[src/rtl/memory_access_pkg.sv]
// Shared types and constants for the load/store bus controller and data alignment.
// No logic; imported by the controller, its interface users and the aligner.
package memory_access_pkg;

    typedef enum logic [1:0] {
        IDLE = 2'd0,
        BUS  = 2'd1,
        DONE = 2'd2
    } state_t;

    localparam logic [3:0] SEL_B0 = 4'b0001;
    localparam logic [3:0] SEL_B1 = 4'b0010;
    localparam logic [3:0] SEL_B2 = 4'b0100;
    localparam logic [3:0] SEL_B3 = 4'b1000;
    localparam logic [3:0] SEL_H0 = 4'b0011;
    localparam logic [3:0] SEL_H1 = 4'b1100;
    localparam logic [3:0] SEL_W  = 4'b1111;

    localparam int TIMEOUT_CNT_W = 8;

endpackage

[src/rtl/memory_access_controller_if.sv]
// Core request/response and Wishbone-style bus signals of the load/store controller.
// The slave modport is the controller's view; master is the pipeline/bus side.
interface memory_access_controller_if;
    logic        coreMemoryEnable;
    logic        coreMemoryWriteEnable;
    logic [3:0]  coreByteSelect;
    logic [31:0] coreAddress;
    logic [31:0] coreWriteData;
    logic        coreLoadSigned;
    logic [31:0] coreReadData;
    logic        coreBusy;
    logic        coreDone;
    logic        coreBusError;
    logic        wbCyc;
    logic        wbStb;
    logic        wbWe;
    logic [3:0]  wbSel;
    logic [31:0] wbAdr;
    logic [31:0] wbDatOut;
    logic        wbAck;
    logic        wbErr;
    logic [31:0] wbDatIn;

    modport slave (
        input  coreMemoryEnable, coreMemoryWriteEnable, coreByteSelect, coreAddress,
               coreWriteData, coreLoadSigned, wbAck, wbErr, wbDatIn,
        output coreReadData, coreBusy, coreDone, coreBusError,
               wbCyc, wbStb, wbWe, wbSel, wbAdr, wbDatOut
    );

    modport master (
        output coreMemoryEnable, coreMemoryWriteEnable, coreByteSelect, coreAddress,
               coreWriteData, coreLoadSigned, wbAck, wbErr, wbDatIn,
        input  coreReadData, coreBusy, coreDone, coreBusError,
               wbCyc, wbStb, wbWe, wbSel, wbAdr, wbDatOut
    );
endinterface

[src/rtl/load_data_aligner.sv]
// Right-aligns lane-positioned load data by byte select and sign/zero extends it.
// Purely combinational, no handshake; non-contiguous selects pass the word through.
module load_data_aligner
    import memory_access_pkg::*;
(
    input  logic [3:0]  sel,
    input  logic        load_signed,
    input  logic [31:0] raw,
    output logic [31:0] aligned
);

    logic [1:0]  low_lane;
    logic [2:0]  pop;
    logic        contig;
    logic [31:0] shifted;

    always_comb begin
        low_lane = 2'd0;
        if (sel[0])      low_lane = 2'd0;
        else if (sel[1]) low_lane = 2'd1;
        else if (sel[2]) low_lane = 2'd2;
        else if (sel[3]) low_lane = 2'd3;

        pop = {2'b00, sel[0]} + {2'b00, sel[1]} + {2'b00, sel[2]} + {2'b00, sel[3]};

        case (sel)
            SEL_B0, SEL_B1, SEL_B2, SEL_B3,
            SEL_H0, 4'b0110, SEL_H1,
            4'b0111, 4'b1110, SEL_W: contig = 1'b1;
            default:                 contig = 1'b0;
        endcase

        shifted = contig ? (raw >> {low_lane, 3'b000}) : raw;

        if (contig && pop == 3'd1)
            aligned = {{24{load_signed & shifted[7]}}, shifted[7:0]};
        else if (contig && pop == 3'd2)
            aligned = {{16{load_signed & shifted[15]}}, shifted[15:0]};
        else
            aligned = shifted;
    end

endmodule

[src/rtl/memory_access_controller.sv]
// Runs one Wishbone-style bus cycle per accepted load/store; done 2+ cycles after request.
// Pipe stalls on coreBusy; optional bus timeout under `ifdef MEMORY_TIMEOUT_EN.
module memory_access_controller
    import memory_access_pkg::*;
#(
    parameter int TIMEOUT_CYCLES = 255
)(
    input  logic                        clk,
    input  logic                        rst,
    memory_access_controller_if.slave   mif
);

    state_t      state;
    logic        ld_signed_q;
    logic        accept;
    logic        timeout;
    logic [31:0] load_aligned;

    assign accept = mif.coreMemoryEnable && (mif.coreByteSelect != 4'b0000);

    always_comb begin
        mif.coreBusy = ((state == IDLE) && accept) || (state == BUS);
    end

`ifdef MEMORY_TIMEOUT_EN
    logic [TIMEOUT_CNT_W-1:0] tmo_cnt;
    assign timeout = (tmo_cnt == TIMEOUT_CNT_W'(TIMEOUT_CYCLES - 1));

    always_ff @(posedge clk or posedge rst) begin
        if (rst)
            tmo_cnt <= '0;
        else if (state == IDLE)
            tmo_cnt <= '0;
        else if (state == BUS && !mif.wbAck && !mif.wbErr)
            tmo_cnt <= tmo_cnt + 1'b1;
    end
`else
    localparam int unused_timeout_cycles = TIMEOUT_CYCLES;
    assign timeout = 1'b0;
`endif

    load_data_aligner u_aligner (
        .sel         (mif.wbSel),
        .load_signed (ld_signed_q),
        .raw         (mif.wbDatIn),
        .aligned     (load_aligned)
    );

    always_ff @(posedge clk or posedge rst) begin
        if (rst) begin
            state            <= IDLE;
            ld_signed_q      <= 1'b0;
            mif.wbCyc        <= 1'b0;
            mif.wbStb        <= 1'b0;
            mif.wbWe         <= 1'b0;
            mif.wbSel        <= 4'b0000;
            mif.wbAdr        <= 32'h0;
            mif.wbDatOut     <= 32'h0;
            mif.coreReadData <= 32'h0;
            mif.coreDone     <= 1'b0;
            mif.coreBusError <= 1'b0;
        end else begin
            mif.coreDone     <= 1'b0;
            mif.coreBusError <= 1'b0;
            case (state)
                IDLE: begin
                    if (accept) begin
                        mif.wbCyc    <= 1'b1;
                        mif.wbStb    <= 1'b1;
                        mif.wbWe     <= mif.coreMemoryWriteEnable;
                        mif.wbSel    <= mif.coreByteSelect;
                        mif.wbAdr    <= {mif.coreAddress[31:2], 2'b00};
                        mif.wbDatOut <= mif.coreWriteData;
                        ld_signed_q  <= mif.coreLoadSigned;
                        state        <= BUS;
                    end
                end
                BUS: begin
                    // Error outranks ack so a simultaneous err/ack still reports failure.
                    if (mif.wbErr || (timeout && !mif.wbAck)) begin
                        mif.coreBusError <= 1'b1;
                        mif.coreDone     <= 1'b1;
                        mif.coreReadData <= 32'h0;
                        mif.wbCyc        <= 1'b0;
                        mif.wbStb        <= 1'b0;
                        state            <= DONE;
                    end else if (mif.wbAck) begin
                        mif.coreDone     <= 1'b1;
                        mif.coreReadData <= mif.wbWe ? 32'h0 : load_aligned;
                        mif.wbCyc        <= 1'b0;
                        mif.wbStb        <= 1'b0;
                        state            <= DONE;
                    end
                end
                DONE:    state <= IDLE;
                default: state <= IDLE;
            endcase
        end
    end

endmodule

[src/flat_wrapper.sv]
// flat-port wrapper written by rule: the top's interface ports become plain ports
module memory_access_controller_flat import memory_access_pkg::*;
#(
    parameter int TIMEOUT_CYCLES = 255
)
  (clk, rst, mif_coreMemoryEnable, mif_coreMemoryWriteEnable, mif_coreByteSelect, mif_coreAddress, mif_coreWriteData, mif_coreLoadSigned, mif_wbAck, mif_wbErr, mif_wbDatIn, mif_coreReadData, mif_coreBusy, mif_coreDone, mif_coreBusError, mif_wbCyc, mif_wbStb, mif_wbWe, mif_wbSel, mif_wbAdr, mif_wbDatOut);
  memory_access_controller_if mif_i ();
  input  logic clk;
  input  logic rst;
  input wire logic [$bits(mif_i.coreMemoryEnable)-1:0] mif_coreMemoryEnable;
  input wire logic [$bits(mif_i.coreMemoryWriteEnable)-1:0] mif_coreMemoryWriteEnable;
  input wire logic [$bits(mif_i.coreByteSelect)-1:0] mif_coreByteSelect;
  input wire logic [$bits(mif_i.coreAddress)-1:0] mif_coreAddress;
  input wire logic [$bits(mif_i.coreWriteData)-1:0] mif_coreWriteData;
  input wire logic [$bits(mif_i.coreLoadSigned)-1:0] mif_coreLoadSigned;
  input wire logic [$bits(mif_i.wbAck)-1:0] mif_wbAck;
  input wire logic [$bits(mif_i.wbErr)-1:0] mif_wbErr;
  input wire logic [$bits(mif_i.wbDatIn)-1:0] mif_wbDatIn;
  output wire logic [$bits(mif_i.coreReadData)-1:0] mif_coreReadData;
  output wire logic [$bits(mif_i.coreBusy)-1:0] mif_coreBusy;
  output wire logic [$bits(mif_i.coreDone)-1:0] mif_coreDone;
  output wire logic [$bits(mif_i.coreBusError)-1:0] mif_coreBusError;
  output wire logic [$bits(mif_i.wbCyc)-1:0] mif_wbCyc;
  output wire logic [$bits(mif_i.wbStb)-1:0] mif_wbStb;
  output wire logic [$bits(mif_i.wbWe)-1:0] mif_wbWe;
  output wire logic [$bits(mif_i.wbSel)-1:0] mif_wbSel;
  output wire logic [$bits(mif_i.wbAdr)-1:0] mif_wbAdr;
  output wire logic [$bits(mif_i.wbDatOut)-1:0] mif_wbDatOut;
  assign mif_i.coreMemoryEnable = mif_coreMemoryEnable;
  assign mif_i.coreMemoryWriteEnable = mif_coreMemoryWriteEnable;
  assign mif_i.coreByteSelect = mif_coreByteSelect;
  assign mif_i.coreAddress = mif_coreAddress;
  assign mif_i.coreWriteData = mif_coreWriteData;
  assign mif_i.coreLoadSigned = mif_coreLoadSigned;
  assign mif_i.wbAck = mif_wbAck;
  assign mif_i.wbErr = mif_wbErr;
  assign mif_i.wbDatIn = mif_wbDatIn;
  assign mif_coreReadData = mif_i.coreReadData;
  assign mif_coreBusy = mif_i.coreBusy;
  assign mif_coreDone = mif_i.coreDone;
  assign mif_coreBusError = mif_i.coreBusError;
  assign mif_wbCyc = mif_i.wbCyc;
  assign mif_wbStb = mif_i.wbStb;
  assign mif_wbWe = mif_i.wbWe;
  assign mif_wbSel = mif_i.wbSel;
  assign mif_wbAdr = mif_i.wbAdr;
  assign mif_wbDatOut = mif_i.wbDatOut;
  memory_access_controller #(.TIMEOUT_CYCLES(TIMEOUT_CYCLES)) u_core (.clk(clk), .rst(rst), .mif(mif_i));
endmodule
[config.mk]
export PLATFORM = sky130hd
export DESIGN_NAME = memory_access_controller_flat
export DESIGN_NICKNAME = d
export VERILOG_FILES = /design/src/rtl/memory_access_pkg.sv /design/src/rtl/memory_access_controller_if.sv /design/src/rtl/load_data_aligner.sv /design/src/rtl/memory_access_controller.sv /design/src/flat_wrapper.sv
export SDC_FILE = /design/constraint.sdc
export NUM_CORES = 1
export LEC_CHECK = 0
export BUFFER_PORTS_ARGS = -buffer_cell sky130_fd_sc_hd__buf_2
export CAP_MARGIN = 20
export CORE_MARGIN = 8
export CORE_UTILIZATION = 51
export CTS_CLUSTER_DIAMETER = 200
export CTS_CLUSTER_SIZE = 40
export DETAILED_ROUTE_END_ITERATION = 6
export GPL_TIMING_DRIVEN = 0
export HOLD_SLACK_MARGIN = 0.1
export PLACE_DENSITY_LB_ADDON = 0.25
export SLEW_MARGIN = 20
export SYNTH_ARGS = -nofsm -noshare
export SYNTH_HDL_FRONTEND = slang
export SYNTH_SLANG_ARGS = --single-unit
[constraint.sdc]
create_clock -name clk -period 8.25 [get_ports clk]
set_input_delay 0.825 -clock clk [delete_from_list [all_inputs] [get_ports clk]]
set_output_delay 0.825 -clock clk [all_outputs]
set_load 0.05 [all_outputs]
Yosys cells after proc, flatten, opt, wreduce, memory -nomap -nowiden

Memories as Yosys holds them, arrays and structs flattened.
Index checks and enable logic that the tools add are counted.

Memories: 1
Word-level logic and storage cells: 58
Memory bits (read-only): 16
Input port bits: 107
Flip-flop bits (word level): 105

Bitwise logic cells: 2
Reductions and logical operators: 13
Multiplexer cells: 23
Shifts and indexed selects: 1
Equality and inequality tests: 5
Add/sub/neg operators: 3

Memories:

| name             | depth | width | read ports | clocked after Yosys merged registers in | write ports | line                    | RTL |
|---|---|---|---|---|---|---|---|
| (name not given) | 16    | 1     | 1          | 0                                       | 0           | load_data_aligner.sv:26 | `case (sel)` |

Operators with widths:

| cell                                                  | count |
|---|---|
| two-way mux 32 bit                                    | 6 |
| >> shifter 32 x 5 -> 32 bit                           | 1 |
| two-way mux 2 bit                                     | 7 |
| two-way mux 1 bit                                     | 8 |
| adder 3 x 1 -> 3 bit                                  | 2 |
| AND reduction 2 bit                                   | 3 |
| logical AND 1 bit                                     | 4 |
| case mux 2 bit (2 select lines)                       | 1 |
| nonzero test 2 bit                                    | 2 |
| nonzero test 4 bit                                    | 1 |
| equality test 3 x 1 -> 1 bit, second input constant   | 1 |
| equality test 3 x 2 -> 1 bit, second input constant   | 1 |
| inequality test 3 bit, second input constant          | 1 |
| AND reduction 3 bit                                   | 1 |
| adder 1 x 1 -> 2 bit                                  | 1 |
| bitwise AND 1 bit                                     | 2 |
| equality test 2 x 1 -> 1 bit, second input constant   | 1 |
| logical NOT 2 bit                                     | 1 |
| inequality test 2 x 1 -> 1 bit, second input constant | 1 |
| case mux 1 bit (2 select lines)                       | 1 |
| logical OR 1 bit                                      | 1 |

Logic depth before layout (Yosys ltp)

Gate-level depths: netlist (run 1).

Depth in word-level cells: 12
Depth in mapped cells: 14
Mapped depth without buffers: 11

Modules after synthesis

Synthesis (run 1) repeated with hierarchy kept, for this count alone.

Cells, all modules: 459
Area, all modules: 5255.0 um^2

Modules (own cells, without submodules):

| module                   | instances | area an instance (um^2) | cells an instance |
|---|---|---|---|
| memory_access_controller | 1         | 4312.9                  | 313 |
| load_data_aligner        | 1         | 942.2                   | 146 |

Least setup slack after synthesis (run 1)

Ideal clock, no wire load.

Path type: register -> register
Start: register u_core.mif.wbSel[1] (netlist name)
End: register u_core.mif.coreReadData[17]
Stages on the path, launching flop included: 14
Arrival: 3010 ps
Path slack: 5114 ps
Path through: dfrtp_1 -> buf_2 -> buf_2 -> inv_1 -> ha_1 -> inv_1 -> fa_1 -> inv_1 -> ha_1 -> a2111oi_4 -> and3_1 -> buf_6 -> a221o_2 -> a221o_1

Cells in the longest elaborated chain, start to end: 10
Elaborated cells on any way between the ends: 19

Ends and longest elaborated chain:

| what                                                                | line                                             | RTL |
|---|---|---|
| start, declared                                                     | memory_access_controller_if.sv:28                | `wbCyc, wbStb, wbWe, wbSel, wbAdr, wbDatOut` |
| start signal, assigned                                              | memory_access_controller.sv:71                   | `mif.wbSel <= mif.coreByteSelect;` |
| adder 1 x 1 -> 2 bit or two-way mux 2 bit (tied branches)           | load_data_aligner.sv:24, load_data_aligner.sv:20 |  |
| adder 3 x 1 -> 3 bit or two-way mux 2 bit (tied branches)           | load_data_aligner.sv:24, load_data_aligner.sv:19 |  |
| adder 3 x 1 -> 3 bit or >> shifter 32 x 5 -> 32 bit (tied branches) | load_data_aligner.sv:24, load_data_aligner.sv:33 |  |
| equality test 3 x 2 -> 1 bit or two-way mux 32 bit (tied branches)  | load_data_aligner.sv:37, load_data_aligner.sv:33 |  |
| logical AND 1 bit or bitwise AND 1 bit (tied branches)              | load_data_aligner.sv:37, load_data_aligner.sv:38 |  |
| two-way mux 32 bit                                                  | load_data_aligner.sv:37                          | `else if (contig && pop == 3'd2)` |
| two-way mux 32 bit *                                                | load_data_aligner.sv:35                          | `if (contig && pop == 3'd1)` |
| two-way mux 32 bit *                                                | memory_access_controller.sv:89                   | `mif.coreReadData <= mif.wbWe ? 32'h0 : load_aligned;` |
| two-way mux 32 bit *                                                | memory_access_controller.sv:87                   | `end else if (mif.wbAck) begin` |
| two-way mux 32 bit *                                                | memory_access_controller.sv:80                   | `if (mif.wbErr \|\| (timeout && !mif.wbAck)) begin` |
| end signal, assigned                                                | memory_access_controller.sv:89                   |  |
| end, declared                                                       | memory_access_controller_if.sv:27                | `output coreReadData, coreBusy, coreDone, coreBusError,` |

Every way passes the cells marked *; elsewhere a longest branch is shown, timed or not. The select of a mux whose other input is x is not followed.
A chain may end at the register's enable or synchronous reset.

Worst setup path after layout (run 1)

Start: input mif_coreByteSelect[3]
End: output mif_coreBusy

Cells in the longest elaborated chain, start to end: 4

Ends and longest elaborated chain:

| what               | line                           | RTL |
|---|---|---|
| start, declared    | flat_wrapper.sv:12             | `input wire logic [$bits(mif_i.coreByteSelect)-1:0] mif_coreByteSelect;` |
| nonzero test 4 bit | memory_access_controller.sv:19 | `assign accept = mif.coreMemoryEnable && (mif.coreByteSelect != 4'b0000);` |
| logical AND 1 bit  | memory_access_controller.sv:19 |  |
| logical AND 1 bit  | memory_access_controller.sv:22 | `mif.coreBusy = ((state == IDLE) && accept) \|\| (state == BUS);` |
| logical OR 1 bit   | memory_access_controller.sv:22 |  |
| end, declared      | flat_wrapper.sv:20             | `output wire logic [$bits(mif_i.coreBusy)-1:0] mif_coreBusy;` |

No other way between the ends.

==> results.toml, run 1 <==
[logic_synthesis]
netlist_area_mm2 = 0.00478
async_flop_share_pct = 100
yosys-top-cells-area = "dfrtp_1 55%, mux2_2 15%, a221o_1 3.6%"
synth_edf_count = 0
synthCells = 373
ys.flop_type = "dfrtp_1"
yosysWarnings = 0
postSynthAreaPerCell_um2 = 12.8
yosysUniqueCellTypes = 52
yosysSeqAreaShare_pct = 55.0
synth_top_area_share_pct = 55.0
synth-seq-cells = 105
synth_top_area_cell = "dfrtp_1"

[floorplan]
die_h_um = 113
die_w_um = 113
io_pins = 213
dieArea_mm2 = 0.0127
start_util_pct = 52.2
core-area_mm2 = 0.00915
rows = 35

[cts]
clock_sinks = 105
cts_tree = "done"
cts_hold_buf = 0
h-tree-depth = 3
cts_setup_buffers = 0
cts-root-buf = "clkbuf_8"
clkSlewWorstSetupHoldPaths_ns = 0.11
cts-resized-gates = 0
cts_buffers = 9
clk_latency_ns = 0.36
ctsLongestPathBuffers = 2

[grt]
grtUsageMet3_pct = 10.3
grt.overflow.total = 0
grt_pass1_wl_um = 21300
grt_antenna_before_repair = 1
grt_max_degree = 61
grt_most_used_layer = "met2"
first_global_vias = 4161
grt_usage_pct = 21.3
grt_util_met2_pct = 35.6
grt_util_met1_pct = 23.3

[worst_hold_path]
hold_path_class = "input port to asynchronous set/reset pin"

[timing]
slew_headroom_pct = 51.8
finalCriticalPeriod_ns = 3.76
skew_ns = 0.0141
tightestPinTransition_ns = 0.713
maxClockFrequency_ghz = 0.266
setup_viol = 0
grt_setup_unrepaired = "false"
finalHoldWorstSlack_ns = 0.464
maxSlewViolCount = 0
fin_crit_sh_pct = 45.5
hold_viol = 0
setup_tns_ns = 0

[power]
p_per_area_mw_per_mm2 = 428
p_leak_nw = 3.23
peakVddDrop_mv = 0.275

[status]
status = "finished clean"

[critical_path]
cp.arrival_ns = 2.93
critical_path_class = "input port to output port"
rr_worst_depth = 13
crit_required_ns = 7.42
worstPathMaxFanout = 10
worstSetupStartpointType = "input port"
endpoint_kind = "output port"

[flow_run]
maxCapViolations = 0

[route]
drt_pass1_iterations = 6
routed_via_density = 5.46
drtIter0Drc = 143
wl_um = 13700
wl_per_cell_um = 19.3
route.detailed.drc = 0
vias = 3875
ant_nets = 0

[placement]
post-dp-hpwl_um = 11200
gp_congestion = 0.887
placed_cell_area_mm2 = 0.00599
io_buffers = 208

[finish]
drive_above_1_share_pct = 54.1
final_area_mm2 = 0.00620
finish.net_count = 706
syn2layout_area_growth_pct = 29.9
diodes = 0
cells in the final DEF (no fill, tap or decap), types with 2 or more instances in the layout:
cell type | Yosys | routed
a21o_1 | 4 | 4
a221o_1 | 17 | 17
a221o_2 | 8 | 8
a222oi_1 | 7 | 7
a22o_1 | 2 | 2
a22oi_1 | 6 | 6
a311o_1 | 6 | 6
and2_1 | 2 | 2
and3b_2 | 2 | 2
buf_2 | 6 | 214
buf_4 | 3 | 3
buf_6 | 4 | 4
clkbuf_1 | 12 | 13
clkbuf_8 | 0 | 9
conb_1 | 1 | 2
dfrtp_1 | 105 | 105
ha_1 | 4 | 4
inv_1 | 15 | 14
inv_6 | 0 | 3
mux2_2 | 64 | 64
mux2i_1 | 7 | 7
nand2_1 | 36 | 36
nand3_1 | 2 | 2
nor2_1 | 7 | 7
nor2b_1 | 4 | 4
o21ai_0 | 20 | 20
or2b_1 | 2 | 2
state kept, by name (all words and copies together), names as in the netlist, 2 cells and up:
signal / cells
u_core.mif.wbSel: 4
u_core.mif.wbDatOut: 32
u_core.mif.wbAdr: 30
u_core.state: 2
u_core.mif.coreReadData: 32
final cells by class:
| class | count | area [µm²] |
|---|---|---|
| buffer | 26 | 146 |
| clock buffer | 10 | 128 |
| tap | 111 | 139 |
| clock inverter | 6 | 83.8 |
| multi-input combinational | 227 | 1950 |
| fill | 692 | 2950 |
| sequential | 105 | 2630 |
| timing repair buffer | 209 | 1070 |
| inverter | 16 | 65.1 |
cell usage after synthesis (3+ instances only):
| cell | n |
|---|---|
| buf_2 | 6 |
| mux2i_1 | 7 |
| nor2_1 | 7 |
| a22oi_1 | 6 |
| a221o_2 | 8 |
| a222oi_1 | 7 |
| dfrtp_1 | 105 |
| ha_1 | 4 |
| buf_6 | 4 |
| a21o_1 | 4 |
| a221o_1 | 17 |
| nand2_1 | 36 |
| clkbuf_1 | 12 |
| buf_4 | 3 |
| inv_1 | 15 |
| nor2b_1 | 4 |
| o21ai_0 | 20 |
| mux2_2 | 64 |
| a311o_1 | 6 |
per-layer routing:
layer	share of wire, %	up-vias
met5	0.087	-
met2	49	174
met1	39	1878
met3	11	14
li1	-	1807
met4	1.2	2
kinds of logic (layout without fill, tap and decap cells):
kind of cell	Yosys count	count (layout)	synth area share, %
fa+ha+maj	5	5	1.47
mux	72	72	16.9
flops	105	105	55.0
other cells	1	2	0.0785
compound gates	82	82	15.3
buf+inv	42	267	4.32
simple gates	66	66	6.97
through the flow:
step | utilization [%] | setup slack, ns | std cells | total power [mW]
floorplan | - | 4.66 | 374 | 1.96
global placement | 65.1 | 3.61 | 693 | 2.31
detailed placement | 65.5 | 4.39 | 694 | 2.34
CTS | 67.8 | 4.38 | 710 | 2.68
global route | 67.8 | 4.26 | 710 | 2.79
finish | 67.8 | 4.49 | 710 | 2.66
critical path, cell delays in order:
cell	delay [ns]
buf_2	0.10
nor4_1	0.05
nor4b_1	0.60
clkbuf_1	0.48
clkbuf_1	0.44
or2_2	0.19
buf_2	0.26
where the power goes:
part,total [mW],switching [mW],internal (mW)
clock network,0.334,0.186,0.148
registers,0.800,0.102,0.697
logic,1.52,1.08,0.446
worst paths after layout:
kind	start	endpoint	slack, ns
max	mif_coreByteSelect[3]	mif_coreBusy	4.49
min	rst	u_core.mif.wbAdr[18]	0.46
max reg2reg	u_core.mif.wbSel[1]	u_core.mif.coreReadData[21]	5.05
min reg2reg	u_core.mif.coreReadData[7]	u_core.mif.coreReadData[7]	0.50
max in group asynchronous	rst	u_core.state[0]	7.16
min in group clk	u_core.mif.coreReadData[7]	u_core.mif.coreReadData[7]	0.50
No activity file was read; power rests on OpenSTA's default activity.
==> run 2: changes to the inputs <==
Settings changed: CORE_UTILIZATION 51 to 43.
Clock period 8.25 ns to 3.16 ns, I/O delays scaled along.
==> results.toml, run 2 (same netlist as run 1, synthesis figures left out) <==
[timing]
hold_viol = 0
finalCriticalPeriod_ns = 2.93
maxSlewViolCount = 0
fin_crit_sh_pct = 92.6
worst_slack_ns = 0.234
tightestPinTransition_ns = 0.895
slew_headroom_pct = 39.7
grt_setup_unrepaired = "false"
skew_ns = 0.0177
maxClockFrequency_ghz = 0.342
setup_tns_ns = 0
setup_viol = 0
finalHoldWorstSlack_ns = 0.158

[cts]
cts-root-buf = "clkbuf_8"
cts_tree = "done"
h-tree-depth = 3
clk_latency_ns = 0.37
clock_sinks = 105
ctsLongestPathBuffers = 2
clkSlewWorstSetupHoldPaths_ns = 0.11
cts_buffers = 9

[placement]
dp_slack_ns = 0.00192
post-dp-hpwl_um = 11500
gp_congestion = 0.844
placed_cell_area_mm2 = 0.00603
placedCellCount = 723
io_buffers = 208

[finish]
syn2layout_area_growth_pct = 32.6
drive_above_1_share_pct = 55.2
finish.net_count = 710
reg_top3 = "u_core.mif.coreReadData x32, u_core.mif.wbDatOut x32, u_core.mif.wbAdr x30"
final_area_mm2 = 0.00633
post-route-util_pct = 58.4
layout_commonest_cell = "buf_2"
diodes = 0
final_cell_mix = "212 x buf_2, 105 x dfrtp_1, 64 x mux2_2, 35 x nand2_1, 20 x o21ai_0"
final_cells = 743

[floorplan]
io_pins = 213
dieArea_mm2 = 0.0147
core-area_mm2 = 0.0108
rows = 38
die_w_um = 121
die_h_um = 121
start_util_pct = 44.1

[route]
routed_via_density = 5.31
drtIter0Drc = 277
ant_nets = 0
drt_pass1_iterations = 4
wl_per_cell_um = 19.4
route.detailed.drc = 0
wl_um = 14400
vias = 3947

[power]
total_power_mw = 7.16
p_leak_nw = 3.27
p_per_area_mw_per_mm2 = 1130
peakVddDrop_mv = 0.703

[critical_path]
critical_path_class = "flip-flop to flip-flop"
crit_required_ns = 3.41
worstPathMaxFanout = 10
endpoint_kind = "flip-flop"
cp.arrival_ns = 3.17
worstSetupStartpointType = "flip-flop"

[worst_hold_path]
hold_path_class = "input port to flip-flop"

[flow_run]
maxCapViolations = 0

[grt]
grt_antenna_before_repair = 1
grt_usage_pct = 19.5
first_global_vias = 4255
grt_max_degree = 56
grt.overflow.total = 0
grt_pass1_wl_um = 22600

[status]
status = "finished clean"
[run 2: path summary, 6_finish.rpt]
| check | slack [ns] | depth (start not counted) | endpoint | startpoint |
|---|---|---|---|---|
| setup / recovery | 0.23 | 14 | u_core.mif.coreReadData[27] | u_core.mif.wbSel[1] |
| hold / removal | 0.16 | 3 | u_core.mif.coreReadData[1] | mif_wbDatIn[1] |
| setup reg to reg | 0.23 | 14 | u_core.mif.coreReadData[27] | u_core.mif.wbSel[1] |
| hold reg to reg | 0.49 | 1 | u_core.mif.coreReadData[7] | u_core.mif.coreReadData[7] |
| max in group asynchronous | 1.97 | 4 | u_core.mif.coreReadData[15] | rst |
| min in group asynchronous | 0.56 | 3 | u_core.mif.wbDatOut[0] | rst |
[run 2: per-layer routing]
metal  wire [µm]  track usage (%)  vias to the layer above
li1            -                -                     1820
met1        5430             21.9                     1940
met2        7200             32.7                      166
met3        1560             8.24                       19
met4         248             6.55                        2
met5           8                0                        -
[run 2: where the power goes]
| group | internal [mW] | total, mW | switching (mW) |
|---|---|---|---|
| logic | 1.20 | 4.05 | 2.85 |
| registers | 1.82 | 2.10 | 0.275 |
| clock network | 0.532 | 1.01 | 0.474 |
[run 2: cell type report]
class,count,area [µm²]
buffer,26,153
clock buffer,10,128
clock inverter,6,113
fill,936,4510
inverter,16,65.1
multi-input combinational,227,1970
sequential,105,2630
tap,140,175
timing repair buffer,213,1100
[run 2: worst max-delay path, cell delays in order (launching register included)]
cell	delay (ns)
dfrtp_1	0.39
clkbuf_4	0.20
clkbuf_4	0.22
inv_2	0.09
ha_1	0.27
inv_1	0.06
fa_1	0.15
inv_1	0.04
ha_1	0.20
a2111oi_4	0.29
and3_4	0.23
buf_6	0.13
a21boi_4	0.08
buf_4	0.16
a221o_1	0.30
[run 2: timing repair]
action,4_1_cts,5_1_grt
hold buffers,1,0
pin swaps,0,2
gates resized for setup,1,10
endpoints found under the setup margin,10,31
setup buffers,0,3
hold endpoints to repair,54,0
==> run 3: changes to the inputs <==
Settings changed: CORE_ASPECT_RATIO set to 1.75.
==> results.toml, run 3 (same netlist as run 1, synthesis figures left out) <==
[timing]
hold_viol = 0
skew_ns = 0.00898
maxSlewViolCount = 0
setup_viol = 0
maxClockFrequency_ghz = 0.334
tightestPinTransition_ns = 0.928
slew_headroom_pct = 37.5
fin_crit_sh_pct = 94.7
grt_setup_unrepaired = "false"
finalCriticalPeriod_ns = 2.99
worst_slack_ns = 0.167

[cts]
clk_latency_ns = 0.34
cts-root-buf = "clkbuf_16"
clock_sinks = 105
ctsLongestPathBuffers = 2
clkSlewWorstSetupHoldPaths_ns = 0.08
cts_buffers = 9
cts_tree = "done"
h-tree-depth = 3

[finish]
diodes = 0
num-fill-cells = 959
final_area_mm2 = 0.00636
finish.net_count = 710
final_cells = 735
syn2layout_area_growth_pct = 33.2
multi_input_area_mm2 = 0.00196
reg_top3 = "u_core.mif.coreReadData x32, u_core.mif.wbDatOut x32, u_core.mif.wbAdr x30"
drive_above_1_share_pct = 55.4
layout_commonest_cell = "buf_2"
final_cell_mix = "212 x buf_2, 105 x dfrtp_1, 64 x mux2_2, 35 x nand2_1, 20 x o21ai_0"
seq_area_mm2 = 0.00263

[floorplan]
die_w_um = 95.7
core-area_mm2 = 0.0110
rows = 51
dieArea_mm2 = 0.0149
die_h_um = 155
io_pins = 213
start_util_pct = 43.5

[placement]
dp_slack_ns = -0.0499
placedCellCount = 715
gp_congestion = 0.939
post-dp-hpwl_um = 11700
placed_cell_area_mm2 = 0.00601
io_buffers = 208

[grt]
first_global_vias = 4363
grt_max_degree = 64
grt_usage_pct = 19.6
grt_antenna_before_repair = 0
grt.overflow.total = 0
grt_pass1_wl_um = 22500

[critical_path]
worstSetupStartpointType = "flip-flop"
timing.rr.start = "u_core.mif.wbSel[1]"
endpoint_kind = "flip-flop"
rrSetupSlack_ns = 0.17
rr_worst_depth = 14
worstPathMaxFanout = 10
crit_required_ns = 3.38
cp.arrival_ns = 3.22
r2r-end = "u_core.mif.coreReadData[16]"
critical_path_class = "flip-flop to flip-flop"

[worst_hold_path]
hold_end = "u_core.mif.coreReadData[3]"
hold_path_class = "input port to flip-flop"
min_from = "mif_wbDatIn[3]"
hold_depth = 3

[route]
drtIter0Drc = 128
vias = 3965
routed_via_density = 5.39
route.detailed.drc = 0
wl_per_cell_um = 19.7
wl_um = 14500
drt_pass1_iterations = 5
ant_nets = 0

[power]
p_per_area_mw_per_mm2 = 1140
peakVddDrop_mv = 0.716
p_leak_nw = 3.30

[status]
status = "finished clean"

[flow_run]
maxCapViolations = 0
run 3: cell count changes in the layout (fill, tap and decap cells not counted), sizes merged:
cell	delta
bufinv	-3
buf	+1
clkinv	+3
clkbuf	-2
inv	+1
run 3: worst max-delay path by stage:
stage | start | cells past startpoint | end
floorplan | u_core.mif.wbSel[1] | 13 | u_core.mif.coreReadData[17]
global placement | rst | 2 | u_core.mif.wbAdr[4]
detailed placement | u_core.mif.wbSel[1] | 13 | u_core.mif.coreReadData[17]
CTS | u_core.mif.wbSel[1] | 10 | u_core.mif.coreReadData[5]
global route | u_core.mif.wbSel[1] | 14 | u_core.mif.coreReadData[16]
finish | u_core.mif.wbSel[1] | 14 | u_core.mif.coreReadData[16]
run 3: layer usage:
metal,GRT usage [%],vias to the layer above,share of wire [%]
met4,9.87,0,3.6
li1,-,1819,-
met1,19.8,1942,34
met3,6.61,34,9.4
met5,0,-,0
met2,34.3,170,53
run 3: area by class of cell:
class                   instances  area share, %
flip-flops and latches        105           41.3
clock inverters                 7           1.14
multi-input cells             227           30.8
repair buffers                213           17.2
clock buffers                   9           3.54
plain buffers                  26           2.42
well taps                     132           2.60
inverters                      16           1.02
run 3: report_power, final:
| group | internal, mW | leakage, nW | total [mW] | switching, mW |
|---|---|---|---|---|
| clock network | 0.560 | 0.148 | 1.10 | 0.544 |
| registers | 1.82 | 1.30 | 2.09 | 0.269 |
| logic | 1.20 | 1.85 | 4.07 | 2.87 |
run 3: critical path: stages (launching register included):
cell       delay [ns]
dfrtp_1          0.37
clkbuf_4         0.20
buf_4            0.19
inv_2            0.08
ha_1             0.28
inv_1            0.08
fa_1             0.16
inv_1            0.04
ha_1             0.20
a2111oi_4        0.34
buf_4            0.20
a21oi_4          0.11
a21boi_4         0.17
buf_4            0.16
a221o_1          0.31
run 3: per-stage QoR:
step	hold slack [ns]	TNS [ns]	utilization [%]	total power, mW
after floorplan	0.433	0	-	5.12
after global placement	0.461	-107.58	54.5	6.06
after detailed placement	0.426	-0.413	54.8	6.14
after CTS	0.175	0	57.6	7.26
after global routing	0.182	0	58.0	7.63
final	0.188	0	58.0	7.27
run 3: what timing repair did:
item / CTS / global route
gates resized for setup: 1 / 11
pin swaps: 0 / 1
setup endpoints to repair: 10 / 31
hold buffers: 1 / 0
endpoints found under the hold margin: 62 / 0
setup buffers: 0 / 3
